$ cat src/rtl/axi4l_reg_slave_if.sv
// AXI4-Lite bus bundle between a master and the register slave.
// Five channels; readies/valids follow the usual AXI direction rules.
interface axi4l_reg_slave_if #(
    parameter int ADDR_WIDTH = 8,
    parameter int DATA_WIDTH = 32
);
    logic [ADDR_WIDTH-1:0]   awaddr;
    logic [2:0]              awprot;
    logic                    awvalid;
    logic                    awready;
    logic [DATA_WIDTH-1:0]   wdata;
    logic [DATA_WIDTH/8-1:0] wstrb;
    logic                    wvalid;
    logic                    wready;
    logic [1:0]              bresp;
    logic                    bvalid;
    logic                    bready;
    logic [ADDR_WIDTH-1:0]   araddr;
    logic [2:0]              arprot;
    logic                    arvalid;
    logic                    arready;
    logic [DATA_WIDTH-1:0]   rdata;
    logic [1:0]              rresp;
    logic                    rvalid;
    logic                    rready;

    modport master (
        output awaddr, awprot, awvalid,
        input  awready,
        output wdata, wstrb, wvalid,
        input  wready,
        input  bresp, bvalid,
        output bready,
        output araddr, arprot, arvalid,
        input  arready,
        input  rdata, rresp, rvalid,
        output rready
    );

    modport slave (
        input  awaddr, awprot, awvalid,
        output awready,
        input  wdata, wstrb, wvalid,
        output wready,
        output bresp, bvalid,
        input  bready,
        input  araddr, arprot, arvalid,
        output arready,
        output rdata, rresp, rvalid,
        input  rready
    );
endinterface

$ cat src/rtl/axi4l_reg_slave.sv
// AXI4-Lite register bank: NUM_REGS r/w registers with byte strobes,
// independent read/write FSMs and per-register write pulses.
module axi4l_reg_slave #(
    parameter int ADDR_WIDTH = 8,
    parameter int DATA_WIDTH = 32,
    parameter int NUM_REGS   = 16
) (
    input  logic                           aclk,
    input  logic                           aresetn,
    axi4l_reg_slave_if.slave               s_axi,
    output logic [NUM_REGS*DATA_WIDTH-1:0] regs,
    output logic [NUM_REGS-1:0]            reg_wr
);
    localparam int STRB_W   = DATA_WIDTH / 8;
    localparam int ADDR_LSB = $clog2(STRB_W);
    localparam int IDX_W    = ADDR_WIDTH - ADDR_LSB;
    localparam logic [31:0] NREGS = 32'(NUM_REGS);
    localparam logic [1:0] RESP_OKAY   = 2'b00;
    localparam logic [1:0] RESP_SLVERR = 2'b10;

    typedef enum logic { W_IDLE, W_RESP } wstate_t;
    typedef enum logic { R_IDLE, R_DATA } rstate_t;

    wstate_t               r_wstate;
    rstate_t               r_rstate;
    logic                  r_awready;
    logic                  r_wready;
    logic                  r_bvalid;
    logic [1:0]            r_bresp;
    logic                  r_arready;
    logic                  r_rvalid;
    logic [1:0]            r_rresp;
    logic [DATA_WIDTH-1:0] r_rdata;
    logic                  r_aw_got;
    logic                  r_w_got;
    logic [IDX_W-1:0]      r_awidx;
    logic [DATA_WIDTH-1:0] r_wdata;
    logic [STRB_W-1:0]     r_wstrb;
    logic [DATA_WIDTH-1:0] r_regs [NUM_REGS];
    logic [NUM_REGS-1:0]   r_reg_wr;

    logic                  w_aw_hs;
    logic                  w_w_hs;
    logic                  w_aw_have;
    logic                  w_w_have;
    logic                  w_wr_fire;
    logic [IDX_W-1:0]      w_widx;
    logic [DATA_WIDTH-1:0] w_wdata;
    logic [STRB_W-1:0]     w_wstrb;
    logic                  w_wr_ok;
    logic [IDX_W-1:0]      w_ridx;
    logic                  w_rd_ok;
    logic [DATA_WIDTH-1:0] w_rsel;
    logic                  w_unused;

    // Protection bits and byte offsets carry no meaning for this bank.
    assign w_unused = ^{s_axi.awprot, s_axi.arprot,
                        s_axi.awaddr[ADDR_LSB-1:0],
                        s_axi.araddr[ADDR_LSB-1:0]};

    assign w_aw_hs   = s_axi.awvalid & r_awready;
    assign w_w_hs    = s_axi.wvalid & r_wready;
    assign w_aw_have = r_aw_got | w_aw_hs;
    assign w_w_have  = r_w_got | w_w_hs;
    assign w_wr_fire = (r_wstate == W_IDLE) & w_aw_have & w_w_have;

    // A channel captured on this very edge bypasses its holding register.
    assign w_widx  = r_aw_got ? r_awidx
                              : s_axi.awaddr[ADDR_WIDTH-1:ADDR_LSB];
    assign w_wdata = r_w_got ? r_wdata : s_axi.wdata;
    assign w_wstrb = r_w_got ? r_wstrb : s_axi.wstrb;
    assign w_wr_ok = 32'(w_widx) < NREGS;

    assign w_ridx  = s_axi.araddr[ADDR_WIDTH-1:ADDR_LSB];
    assign w_rd_ok = 32'(w_ridx) < NREGS;

    // Read mux over the current register contents; out of range gives 0.
    always_comb begin
        w_rsel = '0;
        for (int i = 0; i < NUM_REGS; i++) begin
            if (32'(w_ridx) == 32'(i)) w_rsel = r_regs[i];
        end
    end

    // Write FSM: collect AW and W in any order, apply, then hold B.
    always_ff @(posedge aclk) begin
        if (!aresetn) begin
            r_wstate  <= W_IDLE;
            r_awready <= 1'b0;
            r_wready  <= 1'b0;
            r_bvalid  <= 1'b0;
            r_bresp   <= RESP_OKAY;
            r_aw_got  <= 1'b0;
            r_w_got   <= 1'b0;
            r_awidx   <= '0;
            r_wdata   <= '0;
            r_wstrb   <= '0;
            r_reg_wr  <= '0;
            for (int i = 0; i < NUM_REGS; i++) r_regs[i] <= '0;
        end else begin
            r_reg_wr <= '0;
            unique case (r_wstate)
                W_IDLE: begin
                    if (w_wr_fire) begin
                        r_aw_got  <= 1'b0;
                        r_w_got   <= 1'b0;
                        r_awready <= 1'b0;
                        r_wready  <= 1'b0;
                        r_bvalid  <= 1'b1;
                        r_bresp   <= w_wr_ok ? RESP_OKAY : RESP_SLVERR;
                        r_wstate  <= W_RESP;
                        for (int i = 0; i < NUM_REGS; i++) begin
                            if (w_wr_ok && 32'(w_widx) == 32'(i)) begin
                                r_reg_wr[i] <= 1'b1;
                                for (int k = 0; k < STRB_W; k++) begin
                                    if (w_wstrb[k])
                                        r_regs[i][8*k +: 8] <= w_wdata[8*k +: 8];
                                end
                            end
                        end
                    end else begin
                        if (w_aw_hs) begin
                            r_aw_got <= 1'b1;
                            r_awidx  <= s_axi.awaddr[ADDR_WIDTH-1:ADDR_LSB];
                        end
                        if (w_w_hs) begin
                            r_w_got <= 1'b1;
                            r_wdata <= s_axi.wdata;
                            r_wstrb <= s_axi.wstrb;
                        end
                        r_awready <= ~w_aw_have;
                        r_wready  <= ~w_w_have;
                    end
                end
                W_RESP: begin
                    if (s_axi.bready) begin
                        r_bvalid  <= 1'b0;
                        r_awready <= 1'b1;
                        r_wready  <= 1'b1;
                        r_wstate  <= W_IDLE;
                    end
                end
                default: r_wstate <= W_IDLE;
            endcase
        end
    end

    // Read FSM: sample the bank at the AR handshake, then hold R.
    always_ff @(posedge aclk) begin
        if (!aresetn) begin
            r_rstate  <= R_IDLE;
            r_arready <= 1'b0;
            r_rvalid  <= 1'b0;
            r_rresp   <= RESP_OKAY;
            r_rdata   <= '0;
        end else begin
            unique case (r_rstate)
                R_IDLE: begin
                    if (s_axi.arvalid && r_arready) begin
                        r_arready <= 1'b0;
                        r_rvalid  <= 1'b1;
                        r_rdata   <= w_rd_ok ? w_rsel : '0;
                        r_rresp   <= w_rd_ok ? RESP_OKAY : RESP_SLVERR;
                        r_rstate  <= R_DATA;
                    end else begin
                        r_arready <= 1'b1;
                    end
                end
                R_DATA: begin
                    if (s_axi.rready) begin
                        r_rvalid  <= 1'b0;
                        r_arready <= 1'b1;
                        r_rstate  <= R_IDLE;
                    end
                end
                default: r_rstate <= R_IDLE;
            endcase
        end
    end

    assign s_axi.awready = r_awready;
    assign s_axi.wready  = r_wready;
    assign s_axi.bvalid  = r_bvalid;
    assign s_axi.bresp   = r_bresp;
    assign s_axi.arready = r_arready;
    assign s_axi.rvalid  = r_rvalid;
    assign s_axi.rresp   = r_rresp;
    assign s_axi.rdata   = r_rdata;
    assign reg_wr        = r_reg_wr;

    for (genvar g = 0; g < NUM_REGS; g++) begin : g_flat
        assign regs[g*DATA_WIDTH +: DATA_WIDTH] = r_regs[g];
    end
endmodule
$ cat src/flat_wrapper.sv
// flat-port wrapper written by rule: the top's interface ports become plain ports
module axi4l_reg_slave_flat 
#(
    parameter int ADDR_WIDTH = 8,
    parameter int DATA_WIDTH = 32,
    parameter int NUM_REGS   = 16
)
  (aclk, aresetn, regs, reg_wr, s_axi_awaddr, s_axi_awprot, s_axi_awvalid, s_axi_awready, s_axi_wdata, s_axi_wstrb, s_axi_wvalid, s_axi_wready, s_axi_bresp, s_axi_bvalid, s_axi_bready, s_axi_araddr, s_axi_arprot, s_axi_arvalid, s_axi_arready, s_axi_rdata, s_axi_rresp, s_axi_rvalid, s_axi_rready);
  axi4l_reg_slave_if #(.ADDR_WIDTH(ADDR_WIDTH), .DATA_WIDTH(DATA_WIDTH)) s_axi_i ();
  input  logic aclk;
  input  logic aresetn;
  output logic [NUM_REGS*DATA_WIDTH-1:0] regs;
  output logic [NUM_REGS-1:0] reg_wr;
  input wire logic [$bits(s_axi_i.awaddr)-1:0] s_axi_awaddr;
  input wire logic [$bits(s_axi_i.awprot)-1:0] s_axi_awprot;
  input wire logic [$bits(s_axi_i.awvalid)-1:0] s_axi_awvalid;
  output wire logic [$bits(s_axi_i.awready)-1:0] s_axi_awready;
  input wire logic [$bits(s_axi_i.wdata)-1:0] s_axi_wdata;
  input wire logic [$bits(s_axi_i.wstrb)-1:0] s_axi_wstrb;
  input wire logic [$bits(s_axi_i.wvalid)-1:0] s_axi_wvalid;
  output wire logic [$bits(s_axi_i.wready)-1:0] s_axi_wready;
  output wire logic [$bits(s_axi_i.bresp)-1:0] s_axi_bresp;
  output wire logic [$bits(s_axi_i.bvalid)-1:0] s_axi_bvalid;
  input wire logic [$bits(s_axi_i.bready)-1:0] s_axi_bready;
  input wire logic [$bits(s_axi_i.araddr)-1:0] s_axi_araddr;
  input wire logic [$bits(s_axi_i.arprot)-1:0] s_axi_arprot;
  input wire logic [$bits(s_axi_i.arvalid)-1:0] s_axi_arvalid;
  output wire logic [$bits(s_axi_i.arready)-1:0] s_axi_arready;
  output wire logic [$bits(s_axi_i.rdata)-1:0] s_axi_rdata;
  output wire logic [$bits(s_axi_i.rresp)-1:0] s_axi_rresp;
  output wire logic [$bits(s_axi_i.rvalid)-1:0] s_axi_rvalid;
  input wire logic [$bits(s_axi_i.rready)-1:0] s_axi_rready;
  assign s_axi_i.awaddr = s_axi_awaddr;
  assign s_axi_i.awprot = s_axi_awprot;
  assign s_axi_i.awvalid = s_axi_awvalid;
  assign s_axi_awready = s_axi_i.awready;
  assign s_axi_i.wdata = s_axi_wdata;
  assign s_axi_i.wstrb = s_axi_wstrb;
  assign s_axi_i.wvalid = s_axi_wvalid;
  assign s_axi_wready = s_axi_i.wready;
  assign s_axi_bresp = s_axi_i.bresp;
  assign s_axi_bvalid = s_axi_i.bvalid;
  assign s_axi_i.bready = s_axi_bready;
  assign s_axi_i.araddr = s_axi_araddr;
  assign s_axi_i.arprot = s_axi_arprot;
  assign s_axi_i.arvalid = s_axi_arvalid;
  assign s_axi_arready = s_axi_i.arready;
  assign s_axi_rdata = s_axi_i.rdata;
  assign s_axi_rresp = s_axi_i.rresp;
  assign s_axi_rvalid = s_axi_i.rvalid;
  assign s_axi_i.rready = s_axi_rready;
  axi4l_reg_slave #(.ADDR_WIDTH(ADDR_WIDTH), .DATA_WIDTH(DATA_WIDTH), .NUM_REGS(NUM_REGS)) u_core (.aclk(aclk), .aresetn(aresetn), .s_axi(s_axi_i), .regs(regs), .reg_wr(reg_wr));
endmodule
$ cat config.mk
export PLATFORM = sky130hd
export DESIGN_NAME = axi4l_reg_slave_flat
export DESIGN_NICKNAME = d
export VERILOG_FILES = /design/src/rtl/axi4l_reg_slave_if.sv /design/src/rtl/axi4l_reg_slave.sv /design/src/flat_wrapper.sv
export SDC_FILE = /design/constraint.sdc
export NUM_CORES = 1
export LEC_CHECK = 0
export BUFFER_PORTS_ARGS = -buffer_cell sky130_fd_sc_hd__buf_4
export CORE_MARGIN = 4
export CORE_UTILIZATION = 32
export CTS_CLUSTER_SIZE = 30
export DETAILED_ROUTE_END_ITERATION = 16
export MAX_ROUTING_LAYER = met4
export PLACE_DENSITY = 0.51
export SLEW_MARGIN = 10
export SYNTH_ARGS = -nofsm -noshare
export SYNTH_HDL_FRONTEND = slang
export SYNTH_SLANG_ARGS = --single-unit
$ cat constraint.sdc
create_clock -name aclk -period 3.7 [get_ports aclk]
set_clock_uncertainty 0.15 [all_clocks]
set_input_delay 0.74 -clock aclk [delete_from_list [all_inputs] [get_ports aclk]]
set_output_delay 0.74 -clock aclk [all_outputs]
set_load 0.05 [all_outputs]
---- Yosys cells after proc, flatten, opt, wreduce, memory -nomap -nowiden ----
Memory sizes are Yosys's and may differ from the RTL's.
Cells that the tools add are included.
operators by class
  order comparisons ....................... 2
  eq/ne operators ......................... 34
  multipliers ............................. 0
  divide/modulo/power cells ............... 0
  mux-type cells .......................... 451
  bitwise logic cells ..................... 76
  reductions and logical operators ........ 30
  add/subtract/negate cells ............... 0
  shifts and indexed selects .............. 0
operators by type and width
  operator              number
  $mux W32              18
  $mux W8               64
  $mux W1               358
  $eq A6 B4 Y1 const B  16
  $or A1 B1 Y1          66
  $eq A6 B3 Y1 const B  8
  $eq A6 B2 Y1 const B  4
  $logic_and A1 B1 Y1   17
  $pmux W1 S2           7
  $eq A6 B1 Y1 const B  2
  $logic_not A6 Y1      2
  $lt A6 B5 Y1 const B  2
  $reduce_and A2 Y1     6
  $mux W6               1
  $not A1 Y1            6
  $reduce_and A3 Y1     2
  $and A1 B1 Y1         4
  $mux W2               2
  $mux W4               1
  $ne A2 B1 Y1 const B  2
  $ne A2 B2 Y1 const B  2
  $reduce_bool A2 Y1    2
  $reduce_or A3 Y1      1
storage, ports and cells
  bits in read-only memories .............. 0
  bits in writable memories ............... 512
  register bits after elaboration ......... 103
  bits of input ports ..................... 65
  memories kept ........................... 1
  bits in latches ......................... 0
memories
  memory         depth  width  read ports  clocked after memory_dff  write ports  line                   text
  u_core.r_regs  16     32     16          0                         16           axi4l_reg_slave.sv:39  logic [DATA_WIDTH-1:0] r_regs [NUM_REGS];

---- Logic depth before layout (Yosys ltp) ----
  depth after elaboration ................. 18
  depth in mapped cells ................... 9
  mapped depth without buffers ............ 5

---- Worst setup path before layout ----
Ideal clock, no wire load.
  path type ............................... input-to-reg
  start ................................... in s_axi_awaddr[6]
  end ..................................... mem u_core.r_regs[11][0] (netlist: u_core.r_regs[0][352]) (enable)
  library setup time ...................... 384 ps
  setup slack ............................. 641 ps
  data arrival time ....................... 2525 ps
  buffers on the path ..................... 2
  stages on the path ...................... 7
  cell sequence ........................... or3_1 > and2_1 > clkbuf_1 > a21oi_1 > buf_2 > nand2_1 > o21ai_0
RTL lines
  element          line                   text
  start, declared  flat_wrapper.sv:14     input wire logic [$bits(s_axi_i.awaddr)-1:0] s_axi_awaddr;
  end, declared    axi4l_reg_slave.sv:39

==> impl_metrics.csv <==
group,metric,value,unit
logic_synthesis,netlist_top_cells_area,"sky130_fd_sc_hd__edfxtp_1, sky130_fd_sc_hd__dfxtp_1, sky130_fd_sc_hd__nor2_1, sky130_fd_sc_hd__nand2_1, sky130_fd_sc_hd__mux2_2",
drt,num_vias,23400,
drt,drt_drc_violations_left,0,
logic_synthesis,synthArstFlopShare,0,
status,status,"finished, final reports clean",
setup_path,worst_setup_path_start_kind,"flip-flop",
global_route,grt_antenna_before_repair,2,
setup_path,cp_data_required_time,3.81,ns
logic_synthesis,synth_area_per_cell,11.7,um^2
timing,fmax,324,MHz
drt,viasPerCell,5.69,
die,core_area,82000,um^2
logic_synthesis,yosys_warnings,0,
clocking,worst_skew_pair.late_latency,0.62,ns
worst_hold_path,hp-class,"in -> reg",
logic_synthesis,ys.flop_type,"sky130_fd_sc_hd__edfxtp_1",
logic_synthesis,synth_top_area_share,0.581,
drt,wirelength,135000,um
timing,timing.slew.headroom,0.236,
global_route,grt_first_pass_wirelength,182000,um
timing,hold_violations,0,
drt,drtAntennaViolNets,0,
cells_and_area,syn_to_final_growth,35.1,%
setup_path,max_stage_delay,0.51,ns
timing,final-setup-viol-count,0,
die,die-width,296,um
setup_path,critPathSlowestCell,"sky130_fd_sc_hd__dfxtp_1",
global_route,grt_pass1_vias,22600,
die,rows,105,
setup_path,worstPathCellList,"buf_4, a21oi_1, nor3_4, nand2_1, or2_1, nand2_1",
placed_design,dpl-instance-area,33400,um^2
setup_path,critical_path.max_fanout,11,
clocking,path_clk_slew,0.06,ns
clocking,cts.htree.levels,3,
timing,finalCriticalPeriod,3.09,ns
placed_design,io_buffer_count,621,
timing,holdWs,0.183,ns
placed_design,rd_place_congestion,0.990,
timing,final-max-slew-violation-count,0,
timing,setup_total_negative_slack,0,ns
timing,fin_crit_sh,0.835,
power,power-per-cell-area,503,nW/um^2
setup_path,worst_path_dominant_cell_family,"simple AND/OR/NAND/NOR gates",
clocking,cts_inserted_buffers,71,
cells_and_area,num-fill-cells,7819,
drt,drt_iter0_drc,3266,
setup_path,critical_path.most_common_cell,"sky130_fd_sc_hd__nand2_1",
global_route,grt_remaining_overflow,0,
cells_and_area,final_util,0.436,
clocking,clock-sinks,613,
setup_path,cp.arrival,3.20,ns
logic_synthesis,post_synth_instance_area,26500,um^2
global_route,grt_util_all_layers,0.306,
logic_synthesis,synth_edf_count,512,
die,initial_utilization,0.323,
clocking,ctsResizeCount,0,
drt,drt_pre_antenna_iters,6,
logic_synthesis,yosysTopAreaCell,"sky130_fd_sc_hd__edfxtp_1",
cells_and_area,drive_above_1_share,0.344,
setup_path,critical_path_class,"reg -> reg",
die,design.die.area,87400,um^2
setup_path,crit_buf_inv,1,
clocking,cts-root-buf,"sky130_fd_sc_hd__clkbuf_16",
die,number_of_top_level_design_ports,634,
clocking,cts-root-to-sink-buffers,3,
cells_and_area,fin_area,35800,um^2
die,die_h,296,um
placed_design,dpl.hpwl,105000,um
timing,grt_setup_unrepaired,"false",
clocking,ctsHoldBuffers,0,
drt,wire_per_inst,32.8,um
logic_synthesis,ys_seq_area_frac,0.657,
job,cap_violations,0,
power,max-vdd-ir-drop,0.304,mV
logic_synthesis,yosys_register_bits,613,
cells_and_area,nNetsFinal,3043,
power,power.static_leakage,14.2,nW
setup_path,cp-end-kind,"flip-flop",
logic_synthesis,syn-instance-count,2255,
timing,slew_at_the_pin_closest_to_its_max_slew_limit,1.14,ns
power,overall_power_after_layout,18.0,mW
clocking,cts_tree,"done",
global_route,grt_max_degree,46,
logic_synthesis,synth.lib_cells_used.distinct,80,
clocking,post_cts.repair.setup_buffers,0,
-- logic make-up (layout without fill, tap and decap cells) --
family,Yosys count,count (layout),share of synthesized area
muxes,79,79,0.0360
AOI/OAI and AO/OA,470,470,0.124
DFF,613,613,0.657
buffers and inverters,231,1009,0.0369
other,1,3,0.000142
and+or+nand+nor,861,861,0.145
-- layout by cell type (no fill, tap or decap), types with 21 or more instances in the layout --
master	instances
sky130_fd_sc_hd__inv_1	49
sky130_fd_sc_hd__buf_4	824
sky130_fd_sc_hd__o21ai_0	87
sky130_fd_sc_hd__o22ai_1	21
sky130_fd_sc_hd__edfxtp_1	512
sky130_fd_sc_hd__mux2_2	50
sky130_fd_sc_hd__dfxtp_1	100
sky130_fd_sc_hd__a22oi_1	46
sky130_fd_sc_hd__o221ai_1	24
sky130_fd_sc_hd__nand4_1	41
sky130_fd_sc_hd__mux2i_1	21
sky130_fd_sc_hd__and3_1	22
sky130_fd_sc_hd__a21oi_1	97
sky130_fd_sc_hd__nand3_1	25
sky130_fd_sc_hd__nor2_1	413
sky130_fd_sc_hd__clkbuf_16	76
sky130_fd_sc_hd__a221oi_1	39
sky130_fd_sc_hd__nand2_1	249
-- sequential cells by signal, indices dropped and copies added (netlist names) --
name and count:
u_core.r_regs 512, u_core.r_rstate 1, u_core.r_wdata 32, u_core.r_wstate 1
u_core.s_axi.bvalid 1, u_core.r_w_got 1, u_core.r_aw_got 1, u_core.r_wstrb 4
u_core.s_axi.rresp 1, u_core.s_axi.rdata 32, u_core.s_axi.awready 1, u_core.s_axi.arready 1
u_core.s_axi.wready 1, u_core.r_awidx 6, u_core.s_axi.bresp 1, u_core.reg_wr 16
u_core.s_axi.rvalid 1
-- final timing paths --
| path | start | endpoint | slack (ns) | cells after the start |
|---|---|---|---|---|
| max | u_core.r_aw_got | u_core.r_regs[0][87] | 0.61 | 6 |
| min | s_axi_rready | u_core.s_axi.rvalid | 0.18 | 2 |
| max reg2reg | u_core.r_aw_got | u_core.r_regs[0][87] | 0.61 | 6 |
| min reg2reg | u_core.r_wdata[5] | u_core.r_wdata[5] | 0.30 | 2 |
-- final cells by class --
cell class | instances | area, um^2 | area share
clock buffers | 101 | 2080 | 0.0582
repair buffers | 830 | 6310 | 0.176
clock inverters | 28 | 285 | 0.00798
flip-flops and latches | 613 | 17400 | 0.486
well taps | 1070 | 1340 | 0.0374
diodes | 1 | 2.50 | 0.0000700
multi-input cells | 1412 | 8160 | 0.228
inverters | 50 | 188 | 0.00525
-- Yosys cell counts, types with 22 or more instances --
cell type,instances
sky130_fd_sc_hd__o21ai_0,88
sky130_fd_sc_hd__o221ai_1,24
sky130_fd_sc_hd__nand2_1,249
sky130_fd_sc_hd__a21oi_1,97
sky130_fd_sc_hd__nand4_1,41
sky130_fd_sc_hd__inv_1,50
sky130_fd_sc_hd__dfxtp_1,101
sky130_fd_sc_hd__clkbuf_1,117
sky130_fd_sc_hd__and3_1,22
sky130_fd_sc_hd__edfxtp_1,512
sky130_fd_sc_hd__a22oi_1,46
sky130_fd_sc_hd__a221oi_1,39
sky130_fd_sc_hd__nor2_1,419
sky130_fd_sc_hd__mux2_2,50
sky130_fd_sc_hd__nand3_1,25
sky130_fd_sc_hd__buf_2,43
-- routing by layer --
metal | GRT usage | routed length (um) | share of wire | vias to the layer above
met5 | - | 0 | 0 | -
met4 | 0.0874 | 4100 | 0.030 | 0
met3 | 0.0718 | 14600 | 0.11 | 199
met2 | 0.469 | 61300 | 0.45 | 1556
met1 | 0.409 | 54800 | 0.41 | 11800
li1 | - | - | - | 9806
-- power by group --
group	leakage [nW]	total (mW)	switching, mW	internal, mW
clock network	1.16	7.20	2.91	4.28
registers	6.08	8.12	0.311	7.81
logic	6.93	2.65	1.99	0.668
total	14.2	18.0	5.21	12.8
-- stage by stage --
step | cells | setup slack [ns]
detailed placement | 3975 | 0.265
CTS | 4104 | 0.568
global route | 4104 | 0.447
finish | 4105 | 0.612
global placement | 3975 | 0.294
floorplan | 2256 | 0.641
(Power assumes the default switching activity.)
